**src/rtl/rgmii_rx_packer_if.sv**
```systemverilog
// Bus between the RGMII receive framer and the logic around it.
//   ddr_r / ddr_f  : {RX_CTL,RXD} captured on the rising / falling RXC edge
//   speed_cfg      : forced speed used when in-band status is disabled
//   data_out, be, valid, sof, eof, err_code, frame_len : packed word stream
//   link_up, duplex, speed : decoded in-band link status
// slave is the framer side, master is the side that drives the pins and sinks words.
interface rgmii_rx_packer_if #(
    parameter int unsigned BYTES = 4
);
    logic [4:0]         ddr_r;
    logic [4:0]         ddr_f;
    logic [1:0]         speed_cfg;
    logic [8*BYTES-1:0] data_out;
    logic [BYTES-1:0]   be;
    logic               valid;
    logic               sof;
    logic               eof;
    logic [3:0]         err_code;
    logic [15:0]        frame_len;
    logic               link_up;
    logic               duplex;
    logic [1:0]         speed;

    modport slave (
        input  ddr_r, ddr_f, speed_cfg,
        output data_out, be, valid, sof, eof, err_code, frame_len, link_up, duplex, speed
    );

    modport master (
        output ddr_r, ddr_f, speed_cfg,
        input  data_out, be, valid, sof, eof, err_code, frame_len, link_up, duplex, speed
    );
endinterface

```
**src/rtl/rgmii_rx_packer.sv**
```systemverilog
// RGMII receive framer in the RXC domain: decodes in-band link status, strips
// preamble/SFD and packs received bytes into BYTES-wide words with SOF/EOF,
// byte enables, frame length and error code on the closing beat.
// Ports:
//   i_rxc   : receive clock, sole clock
//   i_rst_n : asynchronous active-low reset
//   io_bus  : slave side of rgmii_rx_packer_if (DDR capture pair in, word stream
//             and link status out; all outputs registered)
module rgmii_rx_packer #(
    parameter int unsigned BYTES   = 4,
    parameter int unsigned MIN_LEN = 64,
    parameter int unsigned MAX_LEN = 1522,
    parameter bit          INBAND  = 1'b1
) (
    input  logic             i_rxc,
    input  logic             i_rst_n,
    rgmii_rx_packer_if.slave io_bus
);
    localparam int unsigned DW = 8 * BYTES;
    localparam int unsigned LW = $clog2(BYTES + 1);

    typedef enum logic [2:0] {
        S_WAIT_IDLE,
        S_IDLE,
        S_PREAMBLE,
        S_DATA,
        S_DROP
    } state_t;

    state_t        r_state;
    logic [DW-1:0] r_word;
    logic [LW-1:0] r_nlane;
    logic [15:0]   r_cnt;
    logic          r_first;
    logic          r_er;
    logic          r_oversize;
    logic          r_nib_mode;
    logic          r_nib_hi;
    logic [3:0]    r_nib_lo;
    logic          r_last5;

    logic [DW-1:0]    r_data;
    logic [BYTES-1:0] r_be;
    logic             r_valid;
    logic             r_sof;
    logic             r_eof;
    logic [3:0]       r_err;
    logic [15:0]      r_len;
    logic             r_link;
    logic             r_duplex;
    logic [1:0]       r_speed;

    logic       w_dv;
    logic       w_er;
    logic [3:0] w_nib;
    logic [7:0] w_ddr_byte;
    logic [7:0] w_byte;
    logic       w_byte_rdy;
    logic       w_sfd;
    logic [1:0] w_speed_sel;

    assign w_dv        = io_bus.ddr_r[4];
    assign w_er        = io_bus.ddr_r[4] ^ io_bus.ddr_f[4];
    assign w_nib       = io_bus.ddr_r[3:0];
    assign w_ddr_byte  = {io_bus.ddr_f[3:0], io_bus.ddr_r[3:0]};
    assign w_speed_sel = INBAND ? r_speed : io_bus.speed_cfg;
    // In nibble mode a byte completes on the high-nibble cycle, low nibble held from the previous one.
    assign w_byte_rdy  = r_nib_mode ? r_nib_hi : 1'b1;
    assign w_byte      = r_nib_mode ? {w_nib, r_nib_lo} : w_ddr_byte;
    assign w_sfd       = r_nib_mode ? ((w_nib == 4'hD) && r_last5) : (w_ddr_byte == 8'hD5);

    // Byte enables for the number of lanes currently filled.
    function automatic logic [BYTES-1:0] f_be(input logic [LW-1:0] n);
        logic [BYTES-1:0] be;
        be = '0;
        for (int i = 0; i < BYTES; i++) begin
            be[i] = (LW'(i) < n);
        end
        return be;
    endfunction

    // Framer state machine, word packer and status decode.
    always_ff @(posedge i_rxc or negedge i_rst_n) begin
        if (!i_rst_n) begin
            r_state    <= S_WAIT_IDLE;
            r_word     <= '0;
            r_nlane    <= '0;
            r_cnt      <= '0;
            r_first    <= 1'b0;
            r_er       <= 1'b0;
            r_oversize <= 1'b0;
            r_nib_mode <= 1'b0;
            r_nib_hi   <= 1'b0;
            r_nib_lo   <= '0;
            r_last5    <= 1'b0;
            r_data     <= '0;
            r_be       <= '0;
            r_valid    <= 1'b0;
            r_sof      <= 1'b0;
            r_eof      <= 1'b0;
            r_err      <= '0;
            r_len      <= '0;
            r_link     <= 1'b0;
            r_duplex   <= 1'b0;
            r_speed    <= '0;
        end else begin
            r_valid <= 1'b0;
            r_sof   <= 1'b0;
            r_eof   <= 1'b0;

            // In-band status is only meaningful in normal inter-frame idle.
            if (!w_dv && !w_er) begin
                r_link   <= io_bus.ddr_r[0];
                r_speed  <= io_bus.ddr_r[2:1];
                r_duplex <= io_bus.ddr_r[3];
            end

            case (r_state)
                S_WAIT_IDLE: begin
                    if (!w_dv) r_state <= S_IDLE;
                end
                S_IDLE: begin
                    // IDLE is only held while DV is low, so DV high here is the rising edge.
                    if (w_dv) begin
                        r_state    <= S_PREAMBLE;
                        r_nib_mode <= (w_speed_sel != 2'b10);
                        r_last5    <= (w_nib == 4'h5);
                    end
                end
                S_PREAMBLE: begin
                    if (!w_dv) begin
                        r_state <= S_IDLE;
                    end else if (w_sfd) begin
                        r_state    <= S_DATA;
                        r_word     <= '0;
                        r_nlane    <= '0;
                        r_cnt      <= '0;
                        r_first    <= 1'b1;
                        r_er       <= 1'b0;
                        r_oversize <= 1'b0;
                        r_nib_hi   <= 1'b0;
                    end else begin
                        r_last5 <= (w_nib == 4'h5);
                    end
                end
                S_DATA, S_DROP: begin
                    if (!w_dv) begin
                        // Closing beat: held or partial word plus frame summary.
                        r_state <= S_IDLE;
                        r_valid <= 1'b1;
                        r_sof   <= r_first;
                        r_eof   <= 1'b1;
                        r_data  <= r_word;
                        r_be    <= f_be(r_nlane);
                        r_len   <= r_cnt;
                        r_err   <= {r_nib_mode & r_nib_hi, r_oversize,
                                    (32'(r_cnt) < MIN_LEN), r_er | w_er};
                    end else begin
                        if (w_er) r_er <= 1'b1;
                        if (r_nib_mode) begin
                            r_nib_hi <= ~r_nib_hi;
                            if (!r_nib_hi) r_nib_lo <= w_nib;
                        end
                        if (w_byte_rdy) begin
                            if (r_cnt != 16'hFFFF) r_cnt <= r_cnt + 16'd1;
                            if (r_state == S_DATA) begin
                                if (32'(r_cnt) < MAX_LEN) begin
                                    if (r_nlane == LW'(BYTES)) begin
                                        // Full word is released only once the next word has a byte.
                                        r_valid <= 1'b1;
                                        r_sof   <= r_first;
                                        r_data  <= r_word;
                                        r_be    <= '1;
                                        r_first <= 1'b0;
                                        r_word  <= DW'(w_byte);
                                        r_nlane <= LW'(1);
                                    end else begin
                                        for (int i = 0; i < BYTES; i++) begin
                                            if (LW'(i) == r_nlane) r_word[8*i +: 8] <= w_byte;
                                        end
                                        r_nlane <= r_nlane + LW'(1);
                                    end
                                end else begin
                                    r_state    <= S_DROP;
                                    r_oversize <= 1'b1;
                                end
                            end
                        end
                    end
                end
                default: r_state <= S_WAIT_IDLE;
            endcase
        end
    end

    assign io_bus.data_out  = r_data;
    assign io_bus.be        = r_be;
    assign io_bus.valid     = r_valid;
    assign io_bus.sof       = r_sof;
    assign io_bus.eof       = r_eof;
    assign io_bus.err_code  = r_err;
    assign io_bus.frame_len = r_len;
    assign io_bus.link_up   = r_link;
    assign io_bus.duplex    = r_duplex;
    assign io_bus.speed     = r_speed;
endmodule

```
**src/flat_wrapper.sv**
```systemverilog
// flat-port wrapper written by rule: the top's interface ports become plain ports
module rgmii_rx_packer_flat 
#(
    parameter int unsigned BYTES   = 4,
    parameter int unsigned MIN_LEN = 64,
    parameter int unsigned MAX_LEN = 1522,
    parameter bit          INBAND  = 1'b1
)
  (i_rxc, i_rst_n, io_bus_ddr_r, io_bus_ddr_f, io_bus_speed_cfg, io_bus_data_out, io_bus_be, io_bus_valid, io_bus_sof, io_bus_eof, io_bus_err_code, io_bus_frame_len, io_bus_link_up, io_bus_duplex, io_bus_speed);
  rgmii_rx_packer_if #(.BYTES(BYTES)) io_bus_i ();
  input  logic i_rxc;
  input  logic i_rst_n;
  input wire logic [$bits(io_bus_i.ddr_r)-1:0] io_bus_ddr_r;
  input wire logic [$bits(io_bus_i.ddr_f)-1:0] io_bus_ddr_f;
  input wire logic [$bits(io_bus_i.speed_cfg)-1:0] io_bus_speed_cfg;
  output wire logic [$bits(io_bus_i.data_out)-1:0] io_bus_data_out;
  output wire logic [$bits(io_bus_i.be)-1:0] io_bus_be;
  output wire logic [$bits(io_bus_i.valid)-1:0] io_bus_valid;
  output wire logic [$bits(io_bus_i.sof)-1:0] io_bus_sof;
  output wire logic [$bits(io_bus_i.eof)-1:0] io_bus_eof;
  output wire logic [$bits(io_bus_i.err_code)-1:0] io_bus_err_code;
  output wire logic [$bits(io_bus_i.frame_len)-1:0] io_bus_frame_len;
  output wire logic [$bits(io_bus_i.link_up)-1:0] io_bus_link_up;
  output wire logic [$bits(io_bus_i.duplex)-1:0] io_bus_duplex;
  output wire logic [$bits(io_bus_i.speed)-1:0] io_bus_speed;
  assign io_bus_i.ddr_r = io_bus_ddr_r;
  assign io_bus_i.ddr_f = io_bus_ddr_f;
  assign io_bus_i.speed_cfg = io_bus_speed_cfg;
  assign io_bus_data_out = io_bus_i.data_out;
  assign io_bus_be = io_bus_i.be;
  assign io_bus_valid = io_bus_i.valid;
  assign io_bus_sof = io_bus_i.sof;
  assign io_bus_eof = io_bus_i.eof;
  assign io_bus_err_code = io_bus_i.err_code;
  assign io_bus_frame_len = io_bus_i.frame_len;
  assign io_bus_link_up = io_bus_i.link_up;
  assign io_bus_duplex = io_bus_i.duplex;
  assign io_bus_speed = io_bus_i.speed;
  rgmii_rx_packer #(.BYTES(BYTES), .MIN_LEN(MIN_LEN), .MAX_LEN(MAX_LEN), .INBAND(INBAND)) u_core (.i_rxc(i_rxc), .i_rst_n(i_rst_n), .io_bus(io_bus_i));
endmodule
```
**config.mk**
```make
export PLATFORM = sky130hd
export DESIGN_NAME = rgmii_rx_packer_flat
export DESIGN_NICKNAME = d
export VERILOG_FILES = /design/src/rtl/rgmii_rx_packer_if.sv /design/src/rtl/rgmii_rx_packer.sv /design/src/flat_wrapper.sv
export SDC_FILE = /design/constraint.sdc
export NUM_CORES = 1
export LEC_CHECK = 0
export ABC_CLOCK_PERIOD_IN_PS = 3100
export BUFFER_PORTS_ARGS = -buffer_cell sky130_fd_sc_hd__buf_2
export CAP_MARGIN = 20
export CORE_MARGIN = 2
export CORE_UTILIZATION = 57
export CTS_BUF_LIST = sky130_fd_sc_hd__clkbuf_4 sky130_fd_sc_hd__clkbuf_8 sky130_fd_sc_hd__clkbuf_16
export DETAILED_ROUTE_END_ITERATION = 8
export PLACE_DENSITY = 0.86
export SYNTH_ARGS = -nofsm -noshare
export SYNTH_HDL_FRONTEND = slang
export SYNTH_SLANG_ARGS = --single-unit
```
**constraint.sdc**
```tcl
create_clock -name i_rxc -period 3.1 [get_ports i_rxc]
set_input_delay 0.465 -clock i_rxc [delete_from_list [all_inputs] [get_ports i_rxc]]
set_output_delay 0.465 -clock i_rxc [all_outputs]
set_load 0.02 [all_outputs]
```
### Yosys cells after proc, flatten, opt, wreduce, memory -nomap -nowiden

Cells that the tools add are included.

* register bits: 127
* bits in latches: 0
* RAM bits: 0
* memory bits (read-only): 0
* output and inout bits: 63
* memories: 0

* add/sub/neg operators: 2
* multiply operators: 0
* divide/modulo/power cells: 0
* magnitude comparators: 6
* eq/ne operators: 39
* shifts and indexed selects: 0
* muxes and demuxes: 87
* bitwise gates (word level): 5
* reduce and logical (&&, ||, !) cells: 25

Operator list (count)
* 32-bit 2-to-1 mux: 12
* 16-bit 2-to-1 mux: 5
* 32-bit case mux with 2 select lines: 1
* 3-bit 2-to-1 mux: 15
* 8-bit 2-to-1 mux: 5
* 8-bit AND reduction: 5
* 1-bit 2-to-1 mux: 36
* 16-bit case mux with 2 select lines: 1
* 2-bit by 1-bit != test with 1-bit output (second input constant): 12
* 4-bit 2-to-1 mux: 5
* 16-bit by 1-bit adder with 16-bit output (second input constant): 1
* 16-bit by 11-bit less-than comparator with 1-bit output (second input constant): 1
* 16-bit by 7-bit less-than comparator with 1-bit output (second input constant): 1
* 16-bit != test (second input constant): 1
* 5-bit AND reduction: 3
* 2-bit != test (second input constant): 7
* 7-bit AND reduction: 2
* 3-bit by 1-bit != test with 1-bit output (second input constant): 4
* 3-bit case mux with 4 select lines: 1
* 6-bit AND reduction: 2
* 1-bit case mux with 2 select lines: 5
* 3-bit by 2-bit != test with 1-bit output (second input constant): 3
* 8-bit equality test (second input constant): 1
* 4-bit AND reduction: 2
* 22 further kinds: 33

### Logic depth before layout (Yosys ltp)

* word-level depth: 8
* depth in mapped cells: 9
* gate-level depth less buffers: 7

### Worst setup path after synthesis

Ideal clock, no wire load.

* kind: reg2reg
* start point: reg u_core.r_cnt[3]
* end point: reg u_core.r_data[10] (netlist: u_core.io_bus.data_out[10])
* data arrival time: 2050 ps
* required time: 2975 ps
* path slack: 925 ps
* cell stages (with the launch flop): 8
* clock period less this slack: 2175 ps
* cells stage by stage: dfrtp_1 > or3_4 > a41o_2 > a21oi_4 > a31oi_4 > inv_6 > buf_12 > mux2_2

* longest elaborated chain between the ends: 3

RTL lines
* start: declaration: line rgmii_rx_packer.sv:33 `logic [15:0] r_cnt;`
* start signal: assignment: line rgmii_rx_packer.sv:165 `if (r_cnt != 16'hFFFF) r_cnt <= r_cnt + 16'd1;`
* 16-bit by 11-bit less-than comparator with 1-bit output: line rgmii_rx_packer.sv:167 `if (32'(r_cnt) < MAX_LEN) begin`
* 2-bit by 1-bit != test with 1-bit output (no line)
* 5-bit AND reduction (no line)
* end signal: assignment: line rgmii_rx_packer.sv:153 `r_data <= r_word;`
* end signal: assignment: line rgmii_rx_packer.sv:172 `r_data <= r_word;`
* end: declaration: line rgmii_rx_packer.sv:42 `logic [DW-1:0] r_data;`

No other way between the ends.
A chain may end at the register's enable or synchronous reset.

### Worst setup path in the final report

* start point: reg u_core.r_nib_mode
* end point: reg u_core.r_word[3]

* longest elaborated chain between the ends: 8
* elaborated cells on any way between the ends: 13
* those cells by class: eq/ne: 2; mux: 10; reduce/logical: 1

RTL lines
* start: declaration: line rgmii_rx_packer.sv:37 `logic r_nib_mode;`
* start signal: assignment: line rgmii_rx_packer.sv:126 `r_nib_mode <= (w_speed_sel != 2'b10);`
* 8-bit 2-to-1 mux: line rgmii_rx_packer.sv:69 `assign w_byte = r_nib_mode ? {w_nib, r_nib_lo} : w_ddr_byte;`
* 8-bit 2-to-1 mux: line rgmii_rx_packer.sv:179 `if (LW'(i) == r_nlane) r_word[8*i +: 8] <= w_byte;`
* 32-bit 2-to-1 mux: line rgmii_rx_packer.sv:168 `if (r_nlane == LW'(BYTES)) begin`
* 32-bit 2-to-1 mux: line rgmii_rx_packer.sv:167
* 32-bit 2-to-1 mux: line rgmii_rx_packer.sv:166 `if (r_state == S_DATA) begin`
* 32-bit 2-to-1 mux: line rgmii_rx_packer.sv:164 `if (w_byte_rdy) begin`
* 32-bit 2-to-1 mux: line rgmii_rx_packer.sv:147 `if (!w_dv) begin`
* 32-bit case mux with 2 select lines: line rgmii_rx_packer.sv:118 `case (r_state)`
* end signal: assignment: line rgmii_rx_packer.sv:175 `r_word <= DW'(w_byte);`
* end signal: indexed assignment: line rgmii_rx_packer.sv:179
* end: declaration: line rgmii_rx_packer.sv:31 `logic [DW-1:0] r_word;`

Several ways; a longest one is shown, not always the timed one. The select of a mux whose other input is x is not followed.

==> flow_metrics.tcl <==
set metrics [dict create \
    core-area_um2 9730 \
    finalWirelength_um 13600 \
    ios 77 \
    ant_nets 0 \
    synthTopCellsByArea "dfrtp_1 56%, mux2_2 9.3%, nand2_1 3.8%" \
    cts_sinks 127 \
    diodes 0 \
    drc_errors 0 \
    viasPerCell 6.10 \
    synth_compound_area_share_pct 15.1 \
    synth-async-reset-ratio_pct 100 \
    numCtsBuffers 17 \
    hold_viol_final 0 \
    fin_worst_skew_ns 0.00800 \
    groute.usage.overall_pct 26.0 \
    path_cells "nand3_1 > o21ai_0 > o2111ai_1 > a21oi_2 > mux2_2" \
    critPathArrivalTime_ns 3.09 \
    die_x_um 104 \
    synthSimpleGateAreaFrac_pct 12.2 \
    finalCriticalPeriod_ns 2.68 \
    cts_tree "built" \
    path_clk_slew_ns 0.06 \
    synth_edf_count 0 \
    tns_ns 0 \
    min_path_type "input pin to flop" \
    area_growth_pct 18.7 \
    root_buffer "clkbuf_8" \
    die_y_um 104 \
    p_seq_share_pct 39.3 \
    startpoint_type "flop" \
    layout-drive-gt1-share_pct 30.2 \
    antenna_found_initial 0 \
    ys_seq_area_share_pct 55.7 \
    syn_nets 515 \
    layout_common_cells "127 x dfrtp_1, 73 x buf_2, 57 x nand2_1" \
    netlist.area_leader.share_pct 55.7 \
    dp_hpwl_um 8770 \
    intPower_uw 3950 \
    p_leak_uw 0.00336 \
    fmax_mhz 373 \
    p_switching_uw 2130 \
    rsz0062_at_grt "false" \
    clk_path_buf_depth 2 \
    pwr-share-comb_pct 28.5 \
    vias 4405 \
    clk_latency_ns 0.53 \
    syn_avg_cell_area_um2 11.5 \
    wl_per_cell_um 18.9 \
    r2r_slack_ns 0.42 \
    grt_max_degree 53 \
    worst_slew_pin_slew_ns 0.903 \
    yosysTopAreaCell "dfrtp_1" \
    critPathKind "flop to flop" \
    cp_max_fo 15 \
    p_per_area_nw_per_um2 897 \
    required_ns 3.51 \
    synth-adder-area-share_pct 1.10 \
    drt_first_pass_iters 5 \
    synth.distinct_cells 70 \
    rows 36 \
    dpl.cell_count 689 \
    status "finished clean" \
    ctsHtreeMaxLevel 4 \
    period_share_pct 86.5 \
    ys.flop_type "dfrtp_1" \
    ys_ff_latch 127 \
    ys.warnings.count 0 \
    cpPeakStageDelay_ns 0.72 \
    place_ws_ns 0.475 \
    stdcell_count 722 \
    layout_setup_ws_ns 0.418 \
    p_sw_share_pct 35.0 \
    setup_viol 0 \
    power.share.clock_pct 32.1 \
    worst_path_max_delay_cell "dfrtp_1" \
    start_util_pct 58.6 \
    gr-total-overflow 0 \
    end_kind "flop" \
    synth_mux_area_share_pct 11.0 \
    grt_pass1_wl_um 21900 \
    slew_violations 0 \
    dieArea_um2 10800 \
    final_common_cell "dfrtp_1" \
    grt_pass1_vias 4399 \
    port_buffers 74 \
    cts_resized 0 \
    first_iter_violations 448 \
    syn_inst 496 \
    worst_ir_drop_vdd_uv 457 \
    drv_cap 0 \
    max_slew_margin_pct 39.2 \
    synth_area_um2 5700 \
    synth_top_family_by_area "compound AO/OA/AOI/OAI gates" \
    synth_xor_xnor_area_share_pct 0 \
    final_nets 595 \
    globalplace.congestion 0.911 \
]
==> power groups by stage <==
stage	logic [uW]	registers, uW	clock network (uW)
finish	1730	2390	1950
global route	1860	2440	2040
CTS	1720	2380	1980
detailed placement	1680	2400	0
global placement	1620	2370	0
floorplan	1040	2510	0
==> logic make-up (layout without fill, tap and decap cells) <==
family                     Yosys count  after routing
adders and majority gates            5              5
and+or+nand+nor                    136            136
muxes                               57             57
buffers and inverters               55            148
DFF                                127            127
AOI/OAI and AO/OA                  116            116
==> path summary, 6_finish.rpt <==
kind	cells past startpoint	start	end
min in group asynchronous	2	i_rst_n	u_core.io_bus.be[2]$_DFFE_PN0P_
max reg2reg	5	u_core.r_nib_mode$_DFFE_PN0P_	u_core.r_word[3]$_DFFE_PN0P_
min reg2reg	2	u_core.io_bus.frame_len[8]$_DFFE_PN0P_	u_core.io_bus.frame_len[8]$_DFFE_PN0P_
min	3	io_bus_ddr_r[1]	u_core.io_bus.speed[0]$_DFFE_PN0P_
max	5	u_core.r_nib_mode$_DFFE_PN0P_	u_core.r_word[3]$_DFFE_PN0P_
max in group asynchronous	3	i_rst_n	u_core.io_bus.data_out[16]$_DFFE_PN0P_
==> what timing repair did <==
item	in CTS	in global routing
endpoints found under the setup margin	0	0
buffers inserted	0	0
hold buffers	1	0
endpoints found under the hold margin	30	0
==> cells in the mapped netlist, drive strengths merged, types with 2 or more instances <==
library cell,instances
a211oi,3
a21oi,16
a22o,8
a2bb2oi,3
a31oi,15
a41oi,4
and2,4
and3,7
and4,3
buf,14
clkbuf,8
dfrtp,127
ha,5
inv,33
mux2,47
mux2i,10
nand2,57
nand2b,2
nand3,13
nand4,5
nor2,21
nor2b,3
nor3,6
nor4,5
o211ai,4
o21a,5
o21ai,24
o221ai,2
o22a,2
o22ai,8
o2bb2ai,8
o31ai,2
or3,2
or4,2
==> routing by layer <==
metal  up-vias  GRT usage (%)  wire length, um
met5         -              0                0
met4         0           12.6              409
met3        39           6.45              931
met2       217           41.2             6570
met1      2194           33.6             5710
li1       1955              -                -
==> area by class of cell <==
class	count	area, um2
flip-flops and latches	127	3180
fillers	704	2960
multi-input cells	314	2250
clock buffers	23	484
repair buffers	83	455
well taps	133	166
inverters	33	129
clock inverters	9	106
==> metrics by stage <==
stage               total power, uW  hold WS, ns  utilization, %  area (um2)
CTS                            6080        0.242            69.6        6770
floorplan                      3550        0.169               -        5700
finish                         6070        0.253            69.6        6770
global route                   6340        0.268            69.6        6770
global placement               3990        0.434            63.4        6170
detailed placement             4080        0.444            63.4        6170
==> registers in the layout, indices dropped and copies added (netlist names), 2 cells and up <==
name,cells
u_core.r_state,3
u_core.r_cnt,16
u_core.r_nlane,3
u_core.r_word,32
u_core.io_bus.err_code,4
u_core.io_bus.be,4
u_core.r_nib_lo,4
u_core.io_bus.frame_len,16
u_core.io_bus.data_out,32
u_core.io_bus.speed,2
==> worst max-delay path, delay by kind of cell, from the launching register on <==
family	cells	cell delay (ns)
AND/OR/NAND/NOR	1	0.18
AO/OA/AOI/OAI	3	1.27
flip-flops	1	0.72
multiplexers	1	0.40
(Power assumes the default switching activity.)
